## src/rtl/wb_port_arbiter_pkg.sv

```systemverilog
// Shared types for the register-file writeback port arbiter: register/word
// types, arbiter FSM state encoding and the default starvation limit.
package wb_port_arbiter_pkg;

    typedef logic [4:0]  rvga_reg;
    typedef logic [31:0] rvga_word;

    typedef enum logic [1:0] {
        WBARB_IDLE  = 2'd0,
        WBARB_WAIT  = 2'd1,
        WBARB_FORCE = 2'd2
    } rvga_wbarb_state_e;

    localparam int RVGA_WB_STARVE_LIMIT = 4;

    // x0 is hardwired to zero, so a write to it is never performed.
    function automatic logic rd_writes(input rvga_reg rd);
        return (rd != 5'd0);
    endfunction

endpackage

```

## src/rtl/wb_port_arbiter_if.sv

```systemverilog
// Writeback arbiter bus: pipeline writeback, aux valid/ready request and the
// registered register-file write port.
interface wb_port_arbiter_if;
    import wb_port_arbiter_pkg::*;

    rvga_reg  pipe_rd;
    rvga_word pipe_data;
    logic     pipe_w_v;
    logic     aux_v;
    rvga_reg  aux_rd;
    rvga_word aux_data;
    logic     aux_ready;
    logic     pipe_stall;
    rvga_reg  writeback_rfetch_rd;
    rvga_word writeback_rfetch_rd_data;
    logic     writeback_rfetch_rd_w_v;

    modport master (
        output pipe_rd, pipe_data, pipe_w_v, aux_v, aux_rd, aux_data,
        input  aux_ready, pipe_stall,
        input  writeback_rfetch_rd, writeback_rfetch_rd_data, writeback_rfetch_rd_w_v
    );

    modport slave (
        input  pipe_rd, pipe_data, pipe_w_v, aux_v, aux_rd, aux_data,
        output aux_ready, pipe_stall,
        output writeback_rfetch_rd, writeback_rfetch_rd_data, writeback_rfetch_rd_w_v
    );

endinterface

```

## src/rtl/wb_port_arbiter_starve_ctr.sv

```systemverilog
// Starvation FSM for the aux requester: counts consecutive blocked cycles and
// forces a one-cycle pipeline stall so the pending aux write can drain.
module wb_arb_starve_ctr
    import wb_port_arbiter_pkg::*;
#(
    parameter int STARVE_LIMIT = RVGA_WB_STARVE_LIMIT,
    parameter int CNT_W        = 4
) (
    input  logic clk,
    input  logic rst,
    input  logic aux_v,
    input  logic aux_ready,
    output logic pipe_stall
);

    rvga_wbarb_state_e state_q, state_d;
    logic [CNT_W-1:0]  cnt_q, cnt_d;
    logic              stall_q;
    logic              blocked_s;

    // Next-state and wait-counter logic.
    always_comb begin
        state_d   = state_q;
        cnt_d     = cnt_q;
        blocked_s = aux_v && !aux_ready;
        case (state_q)
            WBARB_IDLE: begin
                if (blocked_s && (STARVE_LIMIT == 1)) begin
                    state_d = WBARB_FORCE;
                    cnt_d   = {CNT_W{1'b0}};
                end else if (blocked_s) begin
                    state_d = WBARB_WAIT;
                    cnt_d   = CNT_W'(1);
                end else begin
                    state_d = WBARB_IDLE;
                    cnt_d   = {CNT_W{1'b0}};
                end
            end
            WBARB_WAIT: begin
                if (!blocked_s) begin
                    state_d = WBARB_IDLE;
                    cnt_d   = {CNT_W{1'b0}};
                end else if (cnt_q >= CNT_W'(STARVE_LIMIT - 1)) begin
                    // Counter holds its saturated value through FORCE.
                    state_d = WBARB_FORCE;
                    cnt_d   = cnt_q;
                end else begin
                    state_d = WBARB_WAIT;
                    cnt_d   = cnt_q + CNT_W'(1);
                end
            end
            WBARB_FORCE: begin
                state_d = WBARB_IDLE;
                cnt_d   = {CNT_W{1'b0}};
            end
            default: begin
                state_d = WBARB_IDLE;
                cnt_d   = {CNT_W{1'b0}};
            end
        endcase
    end

    // State, counter and registered stall output.
    always_ff @(posedge clk) begin
        if (rst) begin
            state_q <= WBARB_IDLE;
            cnt_q   <= {CNT_W{1'b0}};
            stall_q <= 1'b0;
        end else begin
            state_q <= state_d;
            cnt_q   <= cnt_d;
            stall_q <= (state_d == WBARB_FORCE);
        end
    end

    assign pipe_stall = stall_q;

endmodule

```

## src/rtl/wb_port_arbiter.sv

```systemverilog
// Register-file write port arbiter: pipeline writeback has priority, aux
// requester is force-granted after STARVE_LIMIT blocked cycles.
// Optional WB_ARB_PERF_EN adds 32-bit pipe/aux/force event counters.
module wb_port_arbiter
    import wb_port_arbiter_pkg::*;
#(
    parameter int STARVE_LIMIT = RVGA_WB_STARVE_LIMIT,
    parameter int CNT_W        = 4
) (
    input  logic                 clk,
    input  logic                 rst,
`ifdef WB_ARB_PERF_EN
    output logic [31:0]          perf_pipe_wr,
    output logic [31:0]          perf_aux_wr,
    output logic [31:0]          perf_force,
`endif
    wb_port_arbiter_if.slave     bus
);

    logic     pipe_stall_s;
    logic     pipe_req_s;
    logic     aux_ready_s;
    rvga_reg  rd_q, rd_d;
    rvga_word data_q, data_d;
    logic     w_v_q, w_v_d;

    wb_arb_starve_ctr #(
        .STARVE_LIMIT (STARVE_LIMIT),
        .CNT_W        (CNT_W)
    ) u_starve_ctr (
        .clk        (clk),
        .rst        (rst),
        .aux_v      (bus.aux_v),
        .aux_ready  (aux_ready_s),
        .pipe_stall (pipe_stall_s)
    );

    // Request qualification; pipe_stall is high exactly while in FORCE.
    always_comb begin
        pipe_req_s  = bus.pipe_w_v && !pipe_stall_s && rd_writes(bus.pipe_rd);
        aux_ready_s = bus.aux_v && (pipe_stall_s || !pipe_req_s);
    end

    // Write-port select; an idle cycle keeps rd/data and drops the enable.
    always_comb begin
        rd_d   = rd_q;
        data_d = data_q;
        w_v_d  = 1'b0;
        if (pipe_req_s) begin
            rd_d   = bus.pipe_rd;
            data_d = bus.pipe_data;
            w_v_d  = 1'b1;
        end else if (aux_ready_s) begin
            rd_d   = bus.aux_rd;
            data_d = bus.aux_data;
            w_v_d  = rd_writes(bus.aux_rd);
        end else begin
            w_v_d  = 1'b0;
        end
    end

    // Register-file write port registers.
    always_ff @(posedge clk) begin
        if (rst) begin
            rd_q   <= 5'd0;
            data_q <= 32'd0;
            w_v_q  <= 1'b0;
        end else begin
            rd_q   <= rd_d;
            data_q <= data_d;
            w_v_q  <= w_v_d;
        end
    end

    assign bus.aux_ready                = aux_ready_s;
    assign bus.pipe_stall               = pipe_stall_s;
    assign bus.writeback_rfetch_rd      = rd_q;
    assign bus.writeback_rfetch_rd_data = data_q;
    assign bus.writeback_rfetch_rd_w_v  = w_v_q;

`ifdef WB_ARB_PERF_EN
    logic [31:0] perf_pipe_q, perf_pipe_d;
    logic [31:0] perf_aux_q,  perf_aux_d;
    logic [31:0] perf_force_q, perf_force_d;

    // Event counters; each FORCE visit lasts one cycle so a stall cycle is an entry.
    always_comb begin
        perf_pipe_d  = perf_pipe_q  + (pipe_req_s   ? 32'd1 : 32'd0);
        perf_aux_d   = perf_aux_q   + (aux_ready_s  ? 32'd1 : 32'd0);
        perf_force_d = perf_force_q + (pipe_stall_s ? 32'd1 : 32'd0);
    end

    // Performance counter registers.
    always_ff @(posedge clk) begin
        if (rst) begin
            perf_pipe_q  <= 32'd0;
            perf_aux_q   <= 32'd0;
            perf_force_q <= 32'd0;
        end else begin
            perf_pipe_q  <= perf_pipe_d;
            perf_aux_q   <= perf_aux_d;
            perf_force_q <= perf_force_d;
        end
    end

    assign perf_pipe_wr = perf_pipe_q;
    assign perf_aux_wr  = perf_aux_q;
    assign perf_force   = perf_force_q;
`endif

endmodule

```

## src/flat_wrapper.sv

```systemverilog
// flat-port wrapper written by rule: the top's interface ports become plain ports
module wb_port_arbiter_flat import wb_port_arbiter_pkg::*;
#(
    parameter int STARVE_LIMIT = RVGA_WB_STARVE_LIMIT,
    parameter int CNT_W        = 4
)
  (clk, rst, bus_pipe_rd, bus_pipe_data, bus_pipe_w_v, bus_aux_v, bus_aux_rd, bus_aux_data, bus_aux_ready, bus_pipe_stall, bus_writeback_rfetch_rd, bus_writeback_rfetch_rd_data, bus_writeback_rfetch_rd_w_v);
  wb_port_arbiter_if bus_i ();
  input  logic clk;
  input  logic rst;
  input wire logic [$bits(bus_i.pipe_rd)-1:0] bus_pipe_rd;
  input wire logic [$bits(bus_i.pipe_data)-1:0] bus_pipe_data;
  input wire logic [$bits(bus_i.pipe_w_v)-1:0] bus_pipe_w_v;
  input wire logic [$bits(bus_i.aux_v)-1:0] bus_aux_v;
  input wire logic [$bits(bus_i.aux_rd)-1:0] bus_aux_rd;
  input wire logic [$bits(bus_i.aux_data)-1:0] bus_aux_data;
  output wire logic [$bits(bus_i.aux_ready)-1:0] bus_aux_ready;
  output wire logic [$bits(bus_i.pipe_stall)-1:0] bus_pipe_stall;
  output wire logic [$bits(bus_i.writeback_rfetch_rd)-1:0] bus_writeback_rfetch_rd;
  output wire logic [$bits(bus_i.writeback_rfetch_rd_data)-1:0] bus_writeback_rfetch_rd_data;
  output wire logic [$bits(bus_i.writeback_rfetch_rd_w_v)-1:0] bus_writeback_rfetch_rd_w_v;
  assign bus_i.pipe_rd = bus_pipe_rd;
  assign bus_i.pipe_data = bus_pipe_data;
  assign bus_i.pipe_w_v = bus_pipe_w_v;
  assign bus_i.aux_v = bus_aux_v;
  assign bus_i.aux_rd = bus_aux_rd;
  assign bus_i.aux_data = bus_aux_data;
  assign bus_aux_ready = bus_i.aux_ready;
  assign bus_pipe_stall = bus_i.pipe_stall;
  assign bus_writeback_rfetch_rd = bus_i.writeback_rfetch_rd;
  assign bus_writeback_rfetch_rd_data = bus_i.writeback_rfetch_rd_data;
  assign bus_writeback_rfetch_rd_w_v = bus_i.writeback_rfetch_rd_w_v;
  wb_port_arbiter #(.STARVE_LIMIT(STARVE_LIMIT), .CNT_W(CNT_W)) u_core (.clk(clk), .rst(rst), .bus(bus_i));
endmodule
```

## config.mk

```make
export PLATFORM = sky130hd
export DESIGN_NAME = wb_port_arbiter_flat
export DESIGN_NICKNAME = d
export VERILOG_FILES = /design/src/rtl/wb_port_arbiter_pkg.sv /design/src/rtl/wb_port_arbiter_if.sv /design/src/rtl/wb_port_arbiter_starve_ctr.sv /design/src/rtl/wb_port_arbiter.sv /design/src/flat_wrapper.sv
export SDC_FILE = /design/constraint.sdc
export NUM_CORES = 1
export LEC_CHECK = 0
export CORE_MARGIN = 5
export CORE_UTILIZATION = 40
export CTS_CLUSTER_SIZE = 10
export DETAILED_ROUTE_END_ITERATION = 7
export PLACE_DENSITY = 0.9
export REMOVE_ABC_BUFFERS = 1
export SETUP_SLACK_MARGIN = 0.1
export SYNTH_ARGS = -nofsm -noshare
export SYNTH_HDL_FRONTEND = slang
export SYNTH_SLANG_ARGS = --single-unit
```

## constraint.sdc

```tcl
create_clock -name clk -period 3.16 [get_ports clk]
set_clock_uncertainty 0.05 [all_clocks]
set_input_delay 0.632 -clock clk [delete_from_list [all_inputs] [get_ports clk]]
set_output_delay 0.632 -clock clk [all_outputs]
set_load 0.02 [all_outputs]
```

Word-level counts from Yosys, hierarchy flattened
Index checks and enable logic that the tools add are counted.
- add/subtract/negate cells: 1
- magnitude comparators: 1
- equal/unequal tests: 3
- multiplexer cells: 14
- reductions and logical operators: 12
- operator list (operator ; count):
    $mux 32 ; 2
    $mux 5 ; 2
    $reduce_bool 5->1 ; 2
    $mux 4 ; 2
    $pmux 4 s2 ; 1
    $add 4x1->4 const B ; 1
    $ge 4x2->1 const B ; 1
    $logic_and 1x1->1 ; 4
    $mux 1 ; 4
    $mux 2 ; 2
    $pmux 2 s2 ; 1
    $logic_not 1->1 ; 3
    $ne 3x3->1 const B ; 1
    $eq 2x1->1 const B ; 1
    $eq 2x2->1 const B ; 1
    $logic_not 2->1 ; 1
    $reduce_bool 2->1 ; 1
    $logic_or 1x1->1 ; 1
- flip-flop bits (word level): 45
- input bits: 78
- output and inout port bits: 40
- logic and storage cells: 37

Depth between registers and ports, before layout
Gate-level depths: netlist (run 1).
- depth after elaboration: 11
- mapped depth: 5
- gate-level depth less buffers: 4

By module
From an unflattened synthesis (run 1), not the netlist that was laid out.
- cell total of the unflattened synthesis: 206
- area total of the unflattened synthesis: 2205.9 µm²
- modules (own cells, without submodules) (module ; instances ; cells each ; area each (µm²) ; seq. area each (µm²)):
    wb_port_arbiter ; 1 ; 184 ; 1943.1 ; 760.7
    wb_arb_starve_ctr ; 1 ; 22 ; 262.8 ; 140.1

Worst setup path after synthesis (run 1)
No wires, ideal clock.
- path type: input to output
- start: in bus_pipe_rd[3]
- end: out bus_aux_ready
- data arrival time: 1.680 ns
- required time: 2.478 ns
- path slack: 0.798 ns
- stages: 3
- path buffers: 0
- cells stage by stage: or4_4 -> o21ai_4 -> and2_1
- longest elaborated chain between the ends: 5
- RTL lines (what ; line ; source):
    start, declared ; flat_wrapper.sv:11 ; input wire logic [$bits(bus_i.pipe_rd)-1:0] bus_pipe_rd;
    $reduce_bool 5->1 ; wb_port_arbiter_pkg.sv:18 ; return (rd != 5'd0);
    $logic_and 1x1->1 ; wb_port_arbiter.sv:40 ; pipe_req_s = bus.pipe_w_v && !pipe_stall_s && rd_writes(bus.pipe_rd);
    $logic_not 1->1 ; wb_port_arbiter.sv:41 ; aux_ready_s = bus.aux_v && (pipe_stall_s || !pipe_req_s);
    $logic_or 1x1->1 ; wb_port_arbiter.sv:41 ;
    $logic_and 1x1->1 ; wb_port_arbiter.sv:41 ;
    end, declared ; flat_wrapper.sv:17 ; output wire logic [$bits(bus_i.aux_ready)-1:0] bus_aux_ready;
Every way passes these cells.

Worst setup path in the final report (run 1)
- start: in bus_pipe_rd[2]
- end: out bus_aux_ready
The elaborated chain is that of the path after synthesis.

==> metrics.yaml, run 1 <==
clkPwrFrac_pct: 25.5
drcViolationCount: 0
first_pass_iters: 4
synth_top_area_share_pct: 41.6
p_comb_share_pct: 27.7
ant_nets: 0
port_buffers: 117
hold_viol: 0
floorplan.initialDensity_pct: 41.8
async_flop_share_pct: 0
grt_pass1_wl_mm: 11.4
required_ps: 2480
ys_types: 32
synth_area_mm2: 0.00216
grt_pass1_vias: 2240
worst_slew_pin_slew_ps: 754
cts_tree: "yes"
period_share_pct: 92.0
worst_ep_arrival_time_ps: 2230
grt.total_usage_pct: 19.8
leakagePower_uw: 0.00130
p_int_uw: 965
ys.flop_type: "dfxtp_1"
timing.final.crit_period_ps: 2910
cts_buffer_depth: 2
synth_enable_flop_cells: 0
vdd_drop_max_mv: 0.185
crit_path_start_kind: "input port"
numCtsBuffers: 5
relSlewSlack_pct: 49.8
syn_inst: 209
routabilityCongestion: 0.822
crit_path_max_fanout: 2
hold_class: "flip-flop to flip-flop"
grt_max_degree: 41
power_switching_uw: 373
seqPwrFrac_pct: 46.8
io_pins: 118
yosysSeqAreaShare_pct: 41.6
antenna_found_initial: 0
maxCapViolations: 0
max_clock_freq_mhz: 344
chipWidth_um: 83.5
synth_area_leaders: "dfxtp_1, a211oi_1, mux2i_1, clkbuf_1, o31ai_1"
power.density_mw_per_mm2: 385
dp.final_hpwl_mm: 5.09
postCtsSetupBuffers: 0
vias: 2175
rows: 26
drive_above_1_share_pct: 7.43
ys_warn_count: 0
drt_iter0_markers: 80
synthTopCellsByCount: "a211oi_1, dfxtp_1, mux2i_1"
core_mm2: 0.00517
clk_transition_reported_paths_ps: 80
fin_ws_ps: 251
routedWlPerCell_um: 17.9
endpoint_kind: "output port"
cts.sink_count: 45
area_growth_pct: 60.4
die_y_um: 83.5
htreeDepth: 2
clk_latency_ps: 280
avgSynthCellArea_um2: 10.4
maxSlewViolCount: 0
path_class: "input port to output port"
dieArea_mm2: 0.00698
root_buffer: "clkbuf_8"
yosysTopAreaCell: "dfxtp_1"
antenna_cells: 0
via_per_inst: 5.53
fin_nets: 401
routed_wl_mm: 7.02
status: "complete, no violations"
dpl_cell_area_mm2: 0.00339
post-place-ws_ps: -11.6
setup_viol: 0
sw_frac_of_total_pct: 27.9
final_area_mm2: 0.00347
rsz0062_at_grt: "false"
grt-ovfl-total: 0
yosysMostFrequentCell: "a211oi_1"
ys_seq_elements: 45
## stage by stage
step	std cells	TNS, ps	utilization (%)	hold slack, ps	total power, uW
2_1_floorplan	186	0	-	406	777
4_1_cts	393	0	67.1	467	1350
6_report	393	0	67.1	467	1340
5_1_grt	393	0	67.1	486	1400
3_3_place_gp	385	-14.1	65.5	448	1000
3_5_place_dp	385	-11.6	65.5	453	1010
## sequential cells by signal, summed over array words and instances (netlist names)
signal                               flops
u_core.u_starve_ctr.pipe_stall           1
u_core.bus.writeback_rfetch_rd           5
u_core.u_starve_ctr.state_q              2
u_core.bus.writeback_rfetch_rd_w_v       1
u_core.u_starve_ctr.cnt_q                4
u_core.bus.writeback_rfetch_rd_data     32
## worst max-delay path: stages
cell and delay, ps:
clkdlybuf4s50_1 430, or4_4 550, o21ai_4 140, and2_1 140, dlygate4sd2_1 330
## cells in the final DEF, fill, tap and decap left out
cell type,instances
clkinv_2,2
a2bb2oi_1,1
or4_1,1
nand2_1,1
a2111oi_0,1
dlygate4sd2_1,1
buf_4,12
and3_1,1
a211oi_1,65
o31ai_1,5
mux2i_1,37
o21ai_0,1
inv_1,2
dfxtp_1,45
nor3b_1,1
nor4b_1,1
a21oi_1,2
nor3_1,2
nor4bb_1,1
or4_4,1
nor4_4,1
nor2_1,5
o21ai_4,1
clkdlybuf4s50_1,115
nor3_2,1
nand3b_1,4
xnor2_1,1
ha_1,1
clkbuf_8,5
clkbuf_1,1
o211ai_1,1
nor2b_1,1
and2_1,1
nand2b_1,1
buf_2,1
## repair_timing
| item | CTS | global route |
|---|---|---|
| endpoints found under the setup margin | 1 | 0 |
| hold buffers | 0 | 0 |
| gates resized for setup | 1 | 0 |
## layout make-up
class	instances	area, um2
clock buffer	6	72.6
clock inverter	2	10.0
fill	448	1700
inverter	2	7.51
multi-input combinational	139	1140
sequential	45	901
tap	70	87.6
timing repair buffer	129	1250
## logic make-up after synthesis
kind of cell,share of synthesized area (%)
adder cells (fa/ha/maj),0.578
buffers and inverters,5.78
XOR/XNOR,0.405
AND/OR/NAND/NOR,7.58
flip-flops,41.6
AO/OA/AOI/OAI,26.9
multiplexers,17.1
## per-layer routing
metal  routed length (um)  part of all wire (%)  global-route usage, %  vias up
met2                 3480                    50                   35.0       86
met5                    0                     0                      0        -
met3                  463                   6.6                   4.74        6
met4                   75                   1.1                   4.82        0
li1                     -                     -                      -     1047
met1                 3000                    43                   24.3     1036
## power groups by stage
stage,Sequential [uW],Combinational [uW],Clock (uW)
3_3_place_gp,637,364,0
5_1_grt,631,394,373
4_1_cts,626,374,352
3_5_place_dp,638,372,0
2_1_floorplan,684,93.4,0
6_report,626,371,341
## worst paths after layout
path                                                     start                                     end  slack, ps  cells after the start
worst min register to register    u_core.u_starve_ctr.cnt_q[2]            u_core.u_starve_ctr.cnt_q[2]        470                      1
worst max-delay path                            bus_pipe_rd[2]                           bus_aux_ready        250                      5
worst min-delay path              u_core.u_starve_ctr.cnt_q[2]            u_core.u_starve_ctr.cnt_q[2]        470                      1
worst max register to register  u_core.u_starve_ctr.pipe_stall  u_core.bus.writeback_rfetch_rd_data[6]       1360                      4
No activity file was read; power rests on OpenSTA's default activity.
==> run 2: changes to the inputs <==
==> constraint.sdc (replaced) <==
create_clock -name clk -period 3.6 [get_ports clk]
set_clock_uncertainty 0.05 [all_clocks]
set_input_delay 0.72 -clock clk [delete_from_list [all_inputs] [get_ports clk]]
set_output_delay 0.72 -clock clk [all_outputs]
set_load 0.02 [all_outputs]
==> metrics.yaml, run 2 (synthesis results as in run 1) <==
grt-ovfl-total: 0  # unchanged
vdd_drop_max_mv: 0.196  # was 0.185 mV
port_buffers: 117  # unchanged
leakagePower_uw: 0.00129  # was 0.00130 uW
rows: 26  # unchanged
required_ps: 2830  # was 2480 ps
drcViolationCount: 0  # unchanged
grt.total_usage_pct: 19.2  # was 19.8%
antenna_found_initial: 0  # unchanged
timing.final.crit_period_ps: 3470
routed_wl_mm: 6.93  # was 7.02 mm
via_per_inst: 5.48  # was 5.53
dpl_cell_area_mm2: 0.00337  # was 0.00339 mm2
clk_transition_reported_paths_ps: 80  # about the same
worst_slew_pin_slew_ps: 662  # was 754 ps
numCtsBuffers: 5  # unchanged
fin_nets: 398  # was 401
worst_ep_arrival_time_ps: 2700  # was 2230 ps
routedWlPerCell_um: 17.8  # was 17.9 um
root_buffer: "clkbuf_8"  # unchanged
postCtsSetupBuffers: 0  # unchanged
grt_pass1_wl_mm: 11.1  # was 11.4 mm
chipWidth_um: 83.5  # unchanged
cts-hold-fix-buffers: 0  # unchanged
n_fill_cell: 444  # was 448
rsz0062_at_grt: "false"  # unchanged
maxCapViolations: 0  # unchanged
final_area_mm2: 0.00348  # was 0.00347 mm2
dp.final_hpwl_mm: 4.98  # was 5.09 mm
power.density_mw_per_mm2: 361  # was 385 mW/mm2
drive_above_1_share_pct: 6.56  # was 7.43%
dieArea_mm2: 0.00698  # unchanged
cts.sink_count: 45  # unchanged
largest_register_ffs: 32  # unchanged
crit_path_max_fanout: 3  # was 2
crit_family: "buffers and inverters"  # unchanged
cts-resized-gates: 0  # was 1
setup_viol: 0  # unchanged
cp_slowest_cell: "clkdlybuf4s50_1"  # was or4_4
max_clock_freq_mhz: 289
layout_commonest_cell: "clkdlybuf4s50_1"  # unchanged
layout_common_cells: "clkdlybuf4s50_1, a211oi_1, dfxtp_1, mux2i_1, buf_4"  # unchanged
endpoint_kind: "output port"  # unchanged
relSlewSlack_pct: 55.9  # was 49.8%
area_growth_pct: 60.8  # was 60.4%
core_mm2: 0.00517  # unchanged
slowest_delay_ps: 600  # was 550 ps
die_y_um: 83.5  # unchanged
critPathMostFrequentCell: "clkdlybuf4s50_1"
grt_max_degree: 41  # unchanged
status: "complete, no violations"  # unchanged
worstPathCellList: "clkdlybuf4s50_1 -> or4_4 -> o21ai_4 -> and2_1 -> clkdlybuf4s50_1"  # was clkdlybuf4s50_1 -> or4_4 -> o21ai_4 -> and2_1 -> dlygate4sd2_1
drt_iter0_markers: 78  # was 80
hold_viol: 0  # unchanged
holdWs_ps: 477  # was 467 ps
clk_latency_ps: 290  # was 280 ps
path_class: "input port to output port"  # unchanged
path_buf_inv: 2  # unchanged
cts_tree: "yes"  # unchanged
crit_path_start_kind: "input port"  # unchanged
vias: 2136  # was 2175
period_share_pct: 96.3
hold_class: "flip-flop to flip-flop"  # unchanged
routabilityCongestion: 0.779  # was 0.822
maxSlewViolCount: 0  # unchanged
grt_pass1_vias: 2212  # was 2240
ant_nets: 0  # unchanged
finalSetupTns_ps: 0  # unchanged
cts_buffer_depth: 2  # unchanged
antenna_cells: 0  # unchanged
floorplan.initialDensity_pct: 41.8  # unchanged
io_pins: 118  # unchanged
first_pass_iters: 4  # unchanged
htreeDepth: 2  # unchanged
[run 2: cell count changes in the layout (fill, tap and decap cells not counted), sizes merged]
cell,delta
clkinv,-1
dlygate4sd2,-1
buf,-3
clkdlybuf4s50,+1
bufinv,+1
[run 2: area by class of cell]
| cell class | instances | area, um2 | share of cell area, % |
|---|---|---|---|
| Clock buffer | 6 | 72.6 | 2.09 |
| Clock inverter | 2 | 38.8 | 1.12 |
| Inverter | 2 | 7.51 | 0.216 |
| Multi-Input combinational cell | 139 | 1140 | 32.7 |
| Sequential cell | 45 | 901 | 25.9 |
| Tap cell | 70 | 87.6 | 2.52 |
| Timing Repair Buffer | 126 | 1230 | 35.5 |
[run 2: path summary, 6_finish.rpt]
check / endpoint / cells after the start / slack [ps] / start
setup reg to reg: u_core.bus.writeback_rfetch_rd_data[9] / 4 / 1850 / u_core.u_starve_ctr.pipe_stall
setup / recovery: bus_aux_ready / 5 / 130 / bus_pipe_rd[2]
hold / removal: u_core.u_starve_ctr.cnt_q[2] / 1 / 480 / u_core.u_starve_ctr.cnt_q[2]
hold reg to reg: u_core.u_starve_ctr.cnt_q[2] / 1 / 480 / u_core.u_starve_ctr.cnt_q[2]
[run 2: power breakdown]
| part | total [uW] | internal [uW] | switching, uW |
|---|---|---|---|
| logic | 323 | 179 | 144 |
| clock network | 383 | 209 | 175 |
| registers | 549 | 532 | 17.2 |
| total | 1260 | 919 | 336 |
[run 2: metrics by stage]
stage	setup WS [ps]	cells	utilization (%)	total power [uW]
after global placement	187	382	65.1	878
after global routing	107	390	67.2	1310
final	135	390	67.2	1260
after CTS	138	390	67.2	1260
after floorplan	738	186	-	682
after detailed placement	150	382	65.1	883
[run 2: metal layers]
metal / part of all wire (%) / vias to the layer above / track usage, %
met3: 6.1 / 8 / 5.13
met2: 49 / 78 / 33.4
met4: 1.4 / 0 / 4.82
li1: - / 1038 / -
met5: 0 / - / 0
met1: 44 / 1012 / 23.5
==> run 3: changes to the inputs <==
--- a/config.mk
+++ b/config.mk
@@ -5,11 +5,13 @@
 export SDC_FILE = /design/constraint.sdc
 export NUM_CORES = 1
 export LEC_CHECK = 0
+export CORE_ASPECT_RATIO = 0.7
 export CORE_MARGIN = 5
-export CORE_UTILIZATION = 40
+export CORE_UTILIZATION = 60
 export CTS_CLUSTER_SIZE = 10
 export DETAILED_ROUTE_END_ITERATION = 7
-export PLACE_DENSITY = 0.9
+export DONT_BUFFER_PORTS = 1
+export PLACE_DENSITY = 0.84
 export REMOVE_ABC_BUFFERS = 1
 export SETUP_SLACK_MARGIN = 0.1
 export SYNTH_ARGS = -nofsm -noshare
==> metrics.yaml, run 3 (synthesis results as in run 1) <==
status: "complete, no violations"  # unchanged
routed_wl_mm: 5.69  # was 6.93 mm
postCtsSetupBuffers: 0  # unchanged
clk_latency_ps: 290  # about the same
cts-resized-gates: 0  # unchanged
floorplan.initialDensity_pct: 62.0  # was 41.8%
reg2reg_from: "u_core.u_starve_ctr.pipe_stall"  # unchanged
htreeDepth: 2  # unchanged
layout_commonest_cell: "a211oi_1"  # was clkdlybuf4s50_1
grt_max_degree: 45  # was 41
power.density_mw_per_mm2: 455  # was 361 mW/mm2
reg2reg_to: "u_core.bus.writeback_rfetch_rd[2]"  # was u_core.bus.writeback_rfetch_rd_data[9]
rsz0062_at_grt: "false"  # unchanged
largest_register_ffs: 32  # unchanged
layout_common_cells: "a211oi_1, dfxtp_1, mux2i_1, clkbuf_8"  # was clkdlybuf4s50_1, a211oi_1, dfxtp_1, mux2i_1, buf_4
setup_viol: 0  # unchanged
maxSlewViolCount: 0  # unchanged
clk_transition_reported_paths_ps: 80  # about the same
endpoint_kind: "output port"  # unchanged
fin_nets: 275  # was 398
cts.sink_count: 45  # unchanged
via_per_inst: 6.99  # was 5.48
core_mm2: 0.00349  # was 0.00517 mm2
routedWlPerCell_um: 23.1  # was 17.8 um
timing.final.crit_period_ps: 2470  # was 3470 ps
port_buffers: 0  # was 117
ant_nets: 0  # unchanged
path_class: "input port to output port"  # unchanged
vdd_drop_max_mv: 0.245  # was 0.196 mV
leakagePower_uw: 0.000808  # was 0.00129 uW
first_pass_iters: 4  # unchanged
r2r_cells: 4  # unchanged
dpl_cell_area_mm2: 0.00213  # was 0.00337 mm2
worst_slew_pin_slew_ps: 1040  # was 662 ps
rows: 18  # was 26
maxCapViolations: 0  # unchanged
drive_above_1_share_pct: 6.63  # was 6.56%
die_y_um: 60.2  # was 83.5 um
hold_path_end: "u_core.bus.writeback_rfetch_rd_data[23]"  # was u_core.u_starve_ctr.cnt_q[2]
vias: 1719  # was 2136
relSlewSlack_pct: 30.5  # was 55.9%
finalSetupTns_ps: 0  # unchanged
grt_pass1_wl_mm: 8.59  # was 11.1 mm
crit_path_start_kind: "input port"  # unchanged
crit_path_max_fanout: 3  # unchanged
holdPathStages: 1  # unchanged
root_buffer: "clkbuf_8"  # unchanged
hold_viol: 0  # unchanged
antenna_found_initial: 0  # unchanged
grt-ovfl-total: 0  # unchanged
final_area_mm2: 0.00222  # was 0.00348 mm2
cts_tree: "yes"  # unchanged
fin_cells: 246  # was 390
power_uw: 1010  # was 1260 uW
grt.total_usage_pct: 23.0  # was 19.2%
period_share_pct: 68.5  # was 96.3%
hold_class: "input port to flip-flop"  # was flip-flop to flip-flop
chipWidth_um: 81.8  # was 83.5 um
max_clock_freq_mhz: 405  # was 289 MHz
cts_buffer_depth: 2  # unchanged
drt_iter0_markers: 78  # unchanged
area_growth_pct: 2.49  # was 60.8%
numCtsBuffers: 5  # unchanged
dp.final_hpwl_mm: 4.08  # was 4.98 mm
placed_cells: 239  # was 382
grt_pass1_vias: 1797  # was 2212
drcViolationCount: 0  # unchanged
cts-hold-fix-buffers: 0  # unchanged
routabilityCongestion: 0.708  # was 0.779
dieArea_mm2: 0.00493  # was 0.00698 mm2
reg2reg_slack_ps: 1580  # was 1850 ps
holdWs_ps: 442  # was 477 ps
hold_path_startpoint: "rst"  # was u_core.u_starve_ctr.cnt_q[2]
worst_ep_arrival_time_ps: 1700  # was 2700 ps
io_pins: 118  # unchanged
antenna_cells: 0  # unchanged
required_ps: 2830  # about the same
==> run 3: cell types whose count changed in the layout (fill, tap and decap cells not counted), sizes merged <==
cell,change
buf,-7
bufinv,-1
clkbuf,+1
clkdlybuf4s50,-116
clkinv,-1
==> run 3: per-layer routing <==
metal	vias up	GRT usage (%)	share of wire, %
met1	824	26.4	39
met4	0	8.77	0.84
met2	98	38.4	48
met5	-	0	0
li1	793	-	-
met3	4	9.49	12
==> run 3: layout make-up <==
class	count	area (um2)
well taps	50	62.6
fillers	267	1270
inverters	2	7.51
multi-input cells	139	1140
repair buffers	3	22.5
flip-flops and latches	45	901
clock buffers	7	86.3
==> run 3: worst max-delay path: stages <==
cell	delay (ps)
or4_4	550
o21ai_4	160
and2_1	270
==> run 3: report_power, final <==
| part | internal [uW] | switching (uW) |
|---|---|---|
| logic | 49.6 | 52.8 |
| registers | 532 | 65.6 |
| clock network | 152 | 157 |
| total | 734 | 275 |
==> run 3: worst max-delay path by stage <==
stage                                                         end  cells after the start  slack, ps            from
after floorplan                                     bus_aux_ready                      3        740  bus_pipe_rd[3]
after global placement                              bus_aux_ready                      3       1120  bus_pipe_rd[3]
after detailed placement  u_core.bus.writeback_rfetch_rd_data[19]                      4       1090  bus_pipe_rd[3]
after CTS                                           bus_aux_ready                      3       1120  bus_pipe_rd[3]
after global routing                                bus_aux_ready                      3       1110  bus_pipe_rd[3]
final                                               bus_aux_ready                      3       1130  bus_pipe_rd[3]
==> run 3: stage by stage <==
step           setup slack, ps  util, %
2_1_floorplan              738        -
3_3_place_gp              1120     61.0
3_5_place_dp              1090     61.0
4_1_cts                   1120     63.5
5_1_grt                   1110     63.5
6_report                  1130     63.5
